### src/rtl/dmem_responder_if.sv
// Core-to-data-memory bus: request/store fields from the core, load data and stall back.
// MemErr exists only when DMEM_RESPONDER_ERR_EN is defined.
interface dmem_responder_if;
    logic        MemStrobe;
    logic        MemWrite;
    logic [31:0] ALUResult;
    logic [31:0] WriteData;
    logic [31:0] ReadData;
    logic        PCReady;
`ifdef DMEM_RESPONDER_ERR_EN
    logic        MemErr;

    modport master (
        output MemStrobe, MemWrite, ALUResult, WriteData,
        input  ReadData, PCReady, MemErr
    );
    modport slave (
        input  MemStrobe, MemWrite, ALUResult, WriteData,
        output ReadData, PCReady, MemErr
    );
`else
    modport master (
        output MemStrobe, MemWrite, ALUResult, WriteData,
        input  ReadData, PCReady
    );
    modport slave (
        input  MemStrobe, MemWrite, ALUResult, WriteData,
        output ReadData, PCReady
    );
`endif
endinterface

### src/rtl/dmem_responder.sv
// Fixed-latency data RAM responder that stalls the core's PC until each access completes.
// Optional DMEM_RESPONDER_ERR_EN: flag out-of-range addresses instead of wrapping them.
module dmem_responder #(
    parameter int WORDS   = 64,
    parameter int LATENCY = 2
) (
    input  logic             clk,
    input  logic             reset,
    dmem_responder_if.slave  bus
);

    localparam int IDXW = $clog2(WORDS);

    typedef enum logic [1:0] {IDLE, WAIT, DONE} state_t;

    state_t            state, state_next;
    logic [1:0]        cnt, cnt_next;
    logic [IDXW-1:0]   idx, idx_next;
    logic [IDXW-1:0]   addr_idx;
    logic              err_q;
    logic              addr_err;
    logic              acc_err;
    logic              load;
    logic              mem_we;
    logic              pc_ready;
    logic [31:0]       read_data;
    logic [31:0]       mem [WORDS];

    assign addr_idx = bus.ALUResult[IDXW+1:2];

`ifdef DMEM_RESPONDER_ERR_EN
    assign addr_err   = |bus.ALUResult[31:IDXW+2];
    assign bus.MemErr = reset && (state == DONE) && err_q;
`else
    assign addr_err = 1'b0;
`endif

    // The error flag is not registered yet on the accept edge itself (LATENCY==1 path).
    assign acc_err = (state == IDLE) ? addr_err : err_q;

    always_comb begin
        state_next = state;
        cnt_next   = cnt;
        idx_next   = idx;
        load       = 1'b0;
        mem_we     = 1'b0;
        pc_ready   = 1'b0;
        case (state)
            IDLE: begin
                pc_ready = ~bus.MemStrobe;
                if (bus.MemStrobe) begin
                    idx_next = addr_idx;
                    if (LATENCY == 1) begin
                        state_next = DONE;
                        load       = 1'b1;
                    end else begin
                        state_next = WAIT;
                        cnt_next   = 2'(LATENCY - 2);
                    end
                end
            end
            WAIT: begin
                if (!bus.MemStrobe) begin
                    state_next = IDLE;
                end else if (cnt == 2'd0) begin
                    state_next = DONE;
                    load       = 1'b1;
                end else begin
                    cnt_next = cnt - 2'd1;
                end
            end
            DONE: begin
                pc_ready   = 1'b1;
                state_next = IDLE;
                mem_we     = bus.MemStrobe && bus.MemWrite && !err_q;
            end
            default: state_next = IDLE;
        endcase
    end

    always_ff @(posedge clk) begin
        if (!reset) begin
            state     <= IDLE;
            cnt       <= 2'd0;
            idx       <= '0;
            err_q     <= 1'b0;
            read_data <= 32'd0;
        end else begin
            state <= state_next;
            cnt   <= cnt_next;
            idx   <= idx_next;
            if (state == IDLE && bus.MemStrobe)
                err_q <= addr_err;
            if (load)
                read_data <= acc_err ? 32'hDEADBEEF : mem[idx_next];
        end
    end

    // RAM contents survive reset; only the write strobe is gated by it.
    always_ff @(posedge clk) begin
        if (reset && mem_we)
            mem[idx] <= bus.WriteData;
    end

    assign bus.ReadData = read_data;
    assign bus.PCReady  = reset && pc_ready;

endmodule

### src/flat_wrapper.sv
// flat-port wrapper written by rule: the top's interface ports become plain ports
module dmem_responder_flat 
#(
    parameter int WORDS   = 64,
    parameter int LATENCY = 2
)
  (clk, reset, bus_MemStrobe, bus_MemWrite, bus_ALUResult, bus_WriteData, bus_ReadData, bus_PCReady);
  dmem_responder_if bus_i ();
  input  logic clk;
  input  logic reset;
  input wire logic [$bits(bus_i.MemStrobe)-1:0] bus_MemStrobe;
  input wire logic [$bits(bus_i.MemWrite)-1:0] bus_MemWrite;
  input wire logic [$bits(bus_i.ALUResult)-1:0] bus_ALUResult;
  input wire logic [$bits(bus_i.WriteData)-1:0] bus_WriteData;
  output wire logic [$bits(bus_i.ReadData)-1:0] bus_ReadData;
  output wire logic [$bits(bus_i.PCReady)-1:0] bus_PCReady;
  assign bus_i.MemStrobe = bus_MemStrobe;
  assign bus_i.MemWrite = bus_MemWrite;
  assign bus_i.ALUResult = bus_ALUResult;
  assign bus_i.WriteData = bus_WriteData;
  assign bus_ReadData = bus_i.ReadData;
  assign bus_PCReady = bus_i.PCReady;
  dmem_responder #(.WORDS(WORDS), .LATENCY(LATENCY)) u_core (.clk(clk), .reset(reset), .bus(bus_i));
endmodule
### config.mk
export PLATFORM = sky130hd
export DESIGN_NAME = dmem_responder_flat
export DESIGN_NICKNAME = d
export VERILOG_FILES = /design/src/rtl/dmem_responder_if.sv /design/src/rtl/dmem_responder.sv /design/src/flat_wrapper.sv
export SDC_FILE = /design/constraint.sdc
export NUM_CORES = 2
export LEC_CHECK = 0
export CAP_MARGIN = 20
export CORE_ASPECT_RATIO = 1.5
export CORE_MARGIN = 4
export CORE_UTILIZATION = 62
export CTS_CLUSTER_SIZE = 12
export DETAILED_ROUTE_END_ITERATION = 12
export PLACE_DENSITY = 0.86
export SKIP_CTS_REPAIR_TIMING = 1
export SYNTH_ARGS = -nofsm -noshare
export SYNTH_HDL_FRONTEND = slang
export SYNTH_SLANG_ARGS = --single-unit
### constraint.sdc
create_clock -name clk -period 5.1 [get_ports clk]
set_clock_uncertainty 0.1 [all_clocks]
set_input_delay 0.765 -clock clk [delete_from_list [all_inputs] [get_ports clk]]
set_output_delay 0.765 -clock clk [all_outputs]
set_load 0.1 [all_outputs]
# Word-level counts from Yosys, hierarchy flattened
# Memory sizes are Yosys's and may differ from the RTL's. A register that Yosys moved wholly into a read port is not among the register bits.
# Index checks and enable logic that the tools add are counted.
classes:
  addsub: 1
  bitwise_logic: 1
  mux: 17
  eq_ne: 6
  n_reduce_logical: 9
ops:
  columns: ["operator", "n"]
  rows:
  - ["2-bit 2-to-1 mux", 6]
  - ["6-bit 2-to-1 mux", 2]
  - ["2-bit case mux with 2 select lines", 2]
  - ["1-bit 2-to-1 mux", 6]
  - ["2-bit inequality test, second input constant", 3]
  - ["2-bit logical NOT", 2]
  - ["4-bit AND reduction", 1]
  - ["1-bit logical AND", 3]
  - ["3-bit by 2-bit inequality test with 1-bit output, second input constant", 1]
  - ["2-bit by 1-bit equality test with 1-bit output, second input constant", 1]
  - ["2-bit equality test, second input constant", 1]
  - ["1-bit case mux with 2 select lines", 1]
  - ["2-bit AND reduction", 1]
  - ["2-bit nonzero test", 1]
  - ["2-bit by 1-bit subtractor with 2-bit output, second input constant", 1]
  - ["1-bit logical NOT", 1]
  - ["1-bit NOT", 1]
totals:
  out_inout_bits: 33
  ramBits: 2048
  n_memories: 1
  reg_bits: 10
mem_list:
  columns: ["name", "words", "word_bits", "read_ports", "rd_ports_with_merged_regs", "write_ports", "line", "text"]
  rows:
  - ["u_core.mem", 64, 32, 1, 1, 1, "dmem_responder.sv:27", "logic [31:0] mem [WORDS];"]

# Longest topological paths before layout
logic_depth:
  ltp_word: 5
  mapped_depth: 13
  ltp_nobuf: 9

# Worst setup path before layout
# Ideal clock, no wire load.
synth_timing:
  kind: "reg-to-reg"
  from: "reg u_core.idx[1]"
  to: "mem u_core.mem[42][0], enable pin"
  path_buffers: 3
  path_stages_with_launch: 7
  t_required_ns: 4.579
  path_slack_ns: 1.576
  arrival_ns: 3.003
  period_less_slack_ns: 3.524
  path_cell_list: "dfxtp_1 clkbuf_1 clkbuf_1 clkbuf_1 nor2b_1 nand2_1 nor2_1"
synth_rtl:
  columns: ["element", "line", "text"]
  rows:
  - ["start: declaration", "dmem_responder.sv:18", "logic [IDXW-1:0] idx, idx_next;"]
  - ["start signal: assignment", "dmem_responder.sv:91", "idx <= idx_next;"]
  - ["end: declaration", "dmem_responder.sv:27", null]
# No word-level cell before the write port.

# Worst setup path in the final report
layout_timing:
  from: "in bus_MemStrobe"
  to: "reg u_core.read_data[9] (netlist: u_core.bus.ReadData[9]) (read register of u_core.mem)"
layout_via:
  elab_chain_cells: 2
layout_rtl:
  columns: ["element", "line", "text"]
  rows:
  - ["start: declaration", "flat_wrapper.sv:11", "input wire logic [$bits(bus_i.MemStrobe)-1:0] bus_MemStrobe;"]
  - ["6-bit 2-to-1 mux or 1-bit 2-to-1 mux (tied branches)", "dmem_responder.sv:51, dmem_responder.sv:63", null]
  - ["6-bit 2-to-1 mux or 1-bit 2-to-1 mux (tied branches)", "dmem_responder.sv:48", "case (state)"]
  - ["end: declaration", "dmem_responder.sv:26", "logic [31:0] read_data;"]
# Parallel ways exist; a longest one is shown, timed or not.
# A chain may end at the register's enable or synchronous reset.

==> run summary <==
status: finished with violations
failing checks: design-rule violations
Area Growth Syn to Fin: 12.1%
CP max stage cell: clkdlybuf4s50_1
DR WL/cell: 30.1 µm
via count: 53300
dpl ws: 0.455 ns
Seq/Total Area, Yosys: 76.3%
Post-synth ARST share: 0%
largest net degree at the start of global routing: 101
Avg Inst Size Synth: 14.6 µm²
arrival time at the worst endpoint: 4.66 ns
combinational cell fraction of total power: 8.4%
Netlist cell types: 55
Hold Violations, Final: 0
worst-skew pair later-pin latency: 0.82 ns
worst hold path class: in2reg
P_sw: 7.99 mW
GP Congestion: 0.897
Crit path buffers/inverters: 3
nets@finish: 5786
setup ws final: 1.02 ns
Rel. slew slack: 23.4%
ys flop type: edfxtp_1
TritonCTS clock tree: built
delay-heaviest family, CP: compound AO/OA/AOI/OAI gates
layout cell share with drive strength beyond 1: 10.4%
FMAX: 245 MHz
WHS Endpoint: u_core.mem[38][25]
R2R Path End: u_core.bus.ReadData[9]
mapped cell area: 0.0817 mm²
DP Wirelength: 127000 µm
sequential share of power: 54.4%
vias per inst: 7.08
Slew Viols, Final: 0
kind of critical path: in2reg
maxcap violations: 0
Clock Root Buffer: clkbuf_16
core area: 0.131 mm²
worst slew pin tran: 1.15 ns
EDFF count, synth: 2048
Pwr Density: 379 mW/mm²
Hold Startpoint: bus_WriteData[25]
CTS clk-pin slew, worst paths: 0.07 ns
first-pass GRT wire length: 330000 µm
final setup TNS: 0 ns
Leakage: 29.9 nW
Syn Inst Count: 5586
CP max FO: 43
clk sinks: 2090
CP Data Required Time: 5.68 ns
number of CTS-inserted buffers: 192
Seq cells post-synth: 2090
fin util: 70.2%
final setup vio count: 0
DR DRC count: 2
aggregate global routing overflow: 0
remaining antenna violation count: 0
Die Ht: 453 µm
sw frac: 23.0%
crit path cell chain: clkdlybuf4s50_1 > or3b_4 > a21oi_4 > buf_12 > buf_4 > a211oi_1 > a311oi_1 > nor4_1 > a31o_1 > a2111oi_2
Clock Path Buffers: 3
I/O pin count: 101
vias in the first global route: 52900
Die Width: 304 µm
Startpoint Class: input port
Starting DRT DRC Count: 9219
initial antenna violation count: 4
GRT Util Overall: 32.0%
Sequential Area: 0.0623 mm²
YS warnings: 0
drt total wl: 227000 µm
H-tree depth: 4
min cycle time layout: 4.08 ns
delay of the slowest critical-path stage: 0.59 ns
net count after synthesis: 5655
Pint: 26.7 mW
critical path capture point type: flip-flop
RR Startpoint: u_core.state[0]
worst reg2reg setup slack: 1.10 ns
std cell rows: 162
Hold Path Depth: 1
die area: 0.138 mm²
area occupied by multi-input gates: 0.0179 mm²
drt pass-1 iters: 12
R2R cell count: 8
clock share of power: 37.2%
peak supply drop: 0.420 mV
port buffer count: 74
Initial Util: 62.6%
Final Cycle Share: 80.1%
RSZ-0062 raised after global routing: false
fillers: 7222
sequential cells by signal, indices dropped and copies added, names as in the netlist:
signal	flops
u_core.mem	2048
u_core.bus.ReadData	32
u_core.idx	6
u_core.cnt	2
u_core.state	2
worst register-to-register path: stages (launching register included):
cell and delay [ns]:
dfxtp_1 0.53, or3b_4 0.44, a21o_4 0.55, buf_12 0.47, mux2i_1 0.36, o221ai_1 0.19, nor4_1 0.76, a31o_1 0.32
a2111oi_2 0.14
placed cells by master (no fill, tap or decap), types with 93 or more instances in the layout:
cell type and instances:
a211oi_1 138, a21oi_1 200, a31oi_1 93, buf_12 94
buf_4 143, clkbuf_16 199, edfxtp_1 2048, mux2i_1 282
nand2_1 1263, nand3_1 392
final cells by class:
| cell class | instances | area share, % |
|---|---|---|
| diodes | 3 | 0.00820 |
| clock buffers | 278 | 5.76 |
| clock inverters | 8 | 0.0615 |
| inverters | 72 | 0.295 |
| multi-input cells | 3050 | 19.6 |
| flip-flops and latches | 2090 | 68.1 |
| well taps | 1722 | 2.35 |
| repair buffers | 311 | 3.87 |
cells by family (layout without fill, tap and decap cells):
logic type / after synthesis / count (layout) / share of synthesized area (%)
adders and majority gates: 1 / 1 / 0.0153
DFF: 2090 / 2090 / 76.3
and+or+nand+nor: 1882 / 1882 / 9.72
other: 0 / 3 / 0
muxes: 300 / 300 / 3.89
AOI/OAI and AO/OA: 867 / 867 / 7.63
buffers and inverters: 446 / 669 / 2.44
metrics by stage:
| step | instances | power (mW) | cell area, µm² | hold WS [ns] |
|---|---|---|---|---|
| after floorplan | 5586 | 20.9 | 81700 | 0.448 |
| after global placement | 7223 | 21.9 | 85800 | 0.461 |
| after detailed placement | 7223 | 22.0 | 85800 | 0.500 |
| after CTS | 7509 | 34.6 | 91100 | 0.504 |
| after global routing | 7532 | 35.5 | 91600 | 0.121 |
| final | 7534 | 34.7 | 91600 | 0.128 |
worst max-delay path by stage:
stage	start	endpoint	slack, ns	cells past startpoint
detailed placement	bus_MemStrobe	u_core.bus.ReadData[27]	0.45	10
CTS	bus_MemStrobe	u_core.bus.ReadData[24]	1.16	11
global route	bus_MemStrobe	u_core.bus.ReadData[27]	0.94	10
global placement	bus_MemStrobe	u_core.bus.ReadData[12]	0.60	11
finish	bus_MemStrobe	u_core.bus.ReadData[9]	1.02	10
floorplan	u_core.idx[1]	u_core.mem[42][0]	1.58	6
power by group through the flow:
stage	sequential (mW)	clock [mW]	combinational, mW
global route	18.9	13.6	3.04
detailed placement	19.3	0	2.74
finish	18.9	12.9	2.93
floorplan	19.3	0	1.53
global placement	19.3	0	2.62
CTS	18.9	12.9	2.79
synthesized netlist by cell type (all sizes together) (3+ instances only):
| library cell | number | area share [%] |
|---|---|---|
| edfxtp | 2048 | 75 |
| nand2 | 1269 | 5.8 |
| nand3 | 392 | 2.4 |
| mux2i | 285 | 3.5 |
| buf | 223 | 1.4 |
| a21oi | 204 | 1.3 |
| clkbuf | 151 | 0.69 |
| a211oi | 138 | 1.3 |
| a31oi | 93 | 0.71 |
| nor2 | 82 | 0.38 |
| inv | 72 | 0.33 |
| a311oi | 69 | 0.74 |
| nor4 | 64 | 0.49 |
| o22ai | 64 | 0.49 |
| a22oi | 58 | 0.53 |
| a221oi | 49 | 0.53 |
| and3 | 43 | 0.33 |
| dfxtp | 42 | 1.0 |
| a32o | 40 | 0.49 |
| o21ai | 36 | 0.22 |
| o221ai | 34 | 0.36 |
| a32oi | 24 | 0.26 |
| a2111oi | 20 | 0.36 |
| a31o | 20 | 0.21 |
| mux4 | 11 | 0.30 |
| o211a | 10 | 0.12 |
| and2 | 9 | 0.069 |
| nor2b | 7 | 0.054 |
| mux2 | 4 | 0.055 |
| o211ai | 4 | 0.037 |
| a21o | 3 | 0.028 |
| nand2b | 3 | 0.023 |
routing by layer:
| layer | vias to the layer above | track usage (%) | share of wire [%] |
|---|---|---|---|
| li1 | 21500 | - | - |
| met1 | 25600 | 37.8 | 30 |
| met2 | 5069 | 54.3 | 50 |
| met3 | 1142 | 6.51 | 13 |
| met4 | 0 | 19.7 | 7.0 |
| met5 | - | 0 | 0 |
Note: power is estimated with default switching activity, not from simulation.
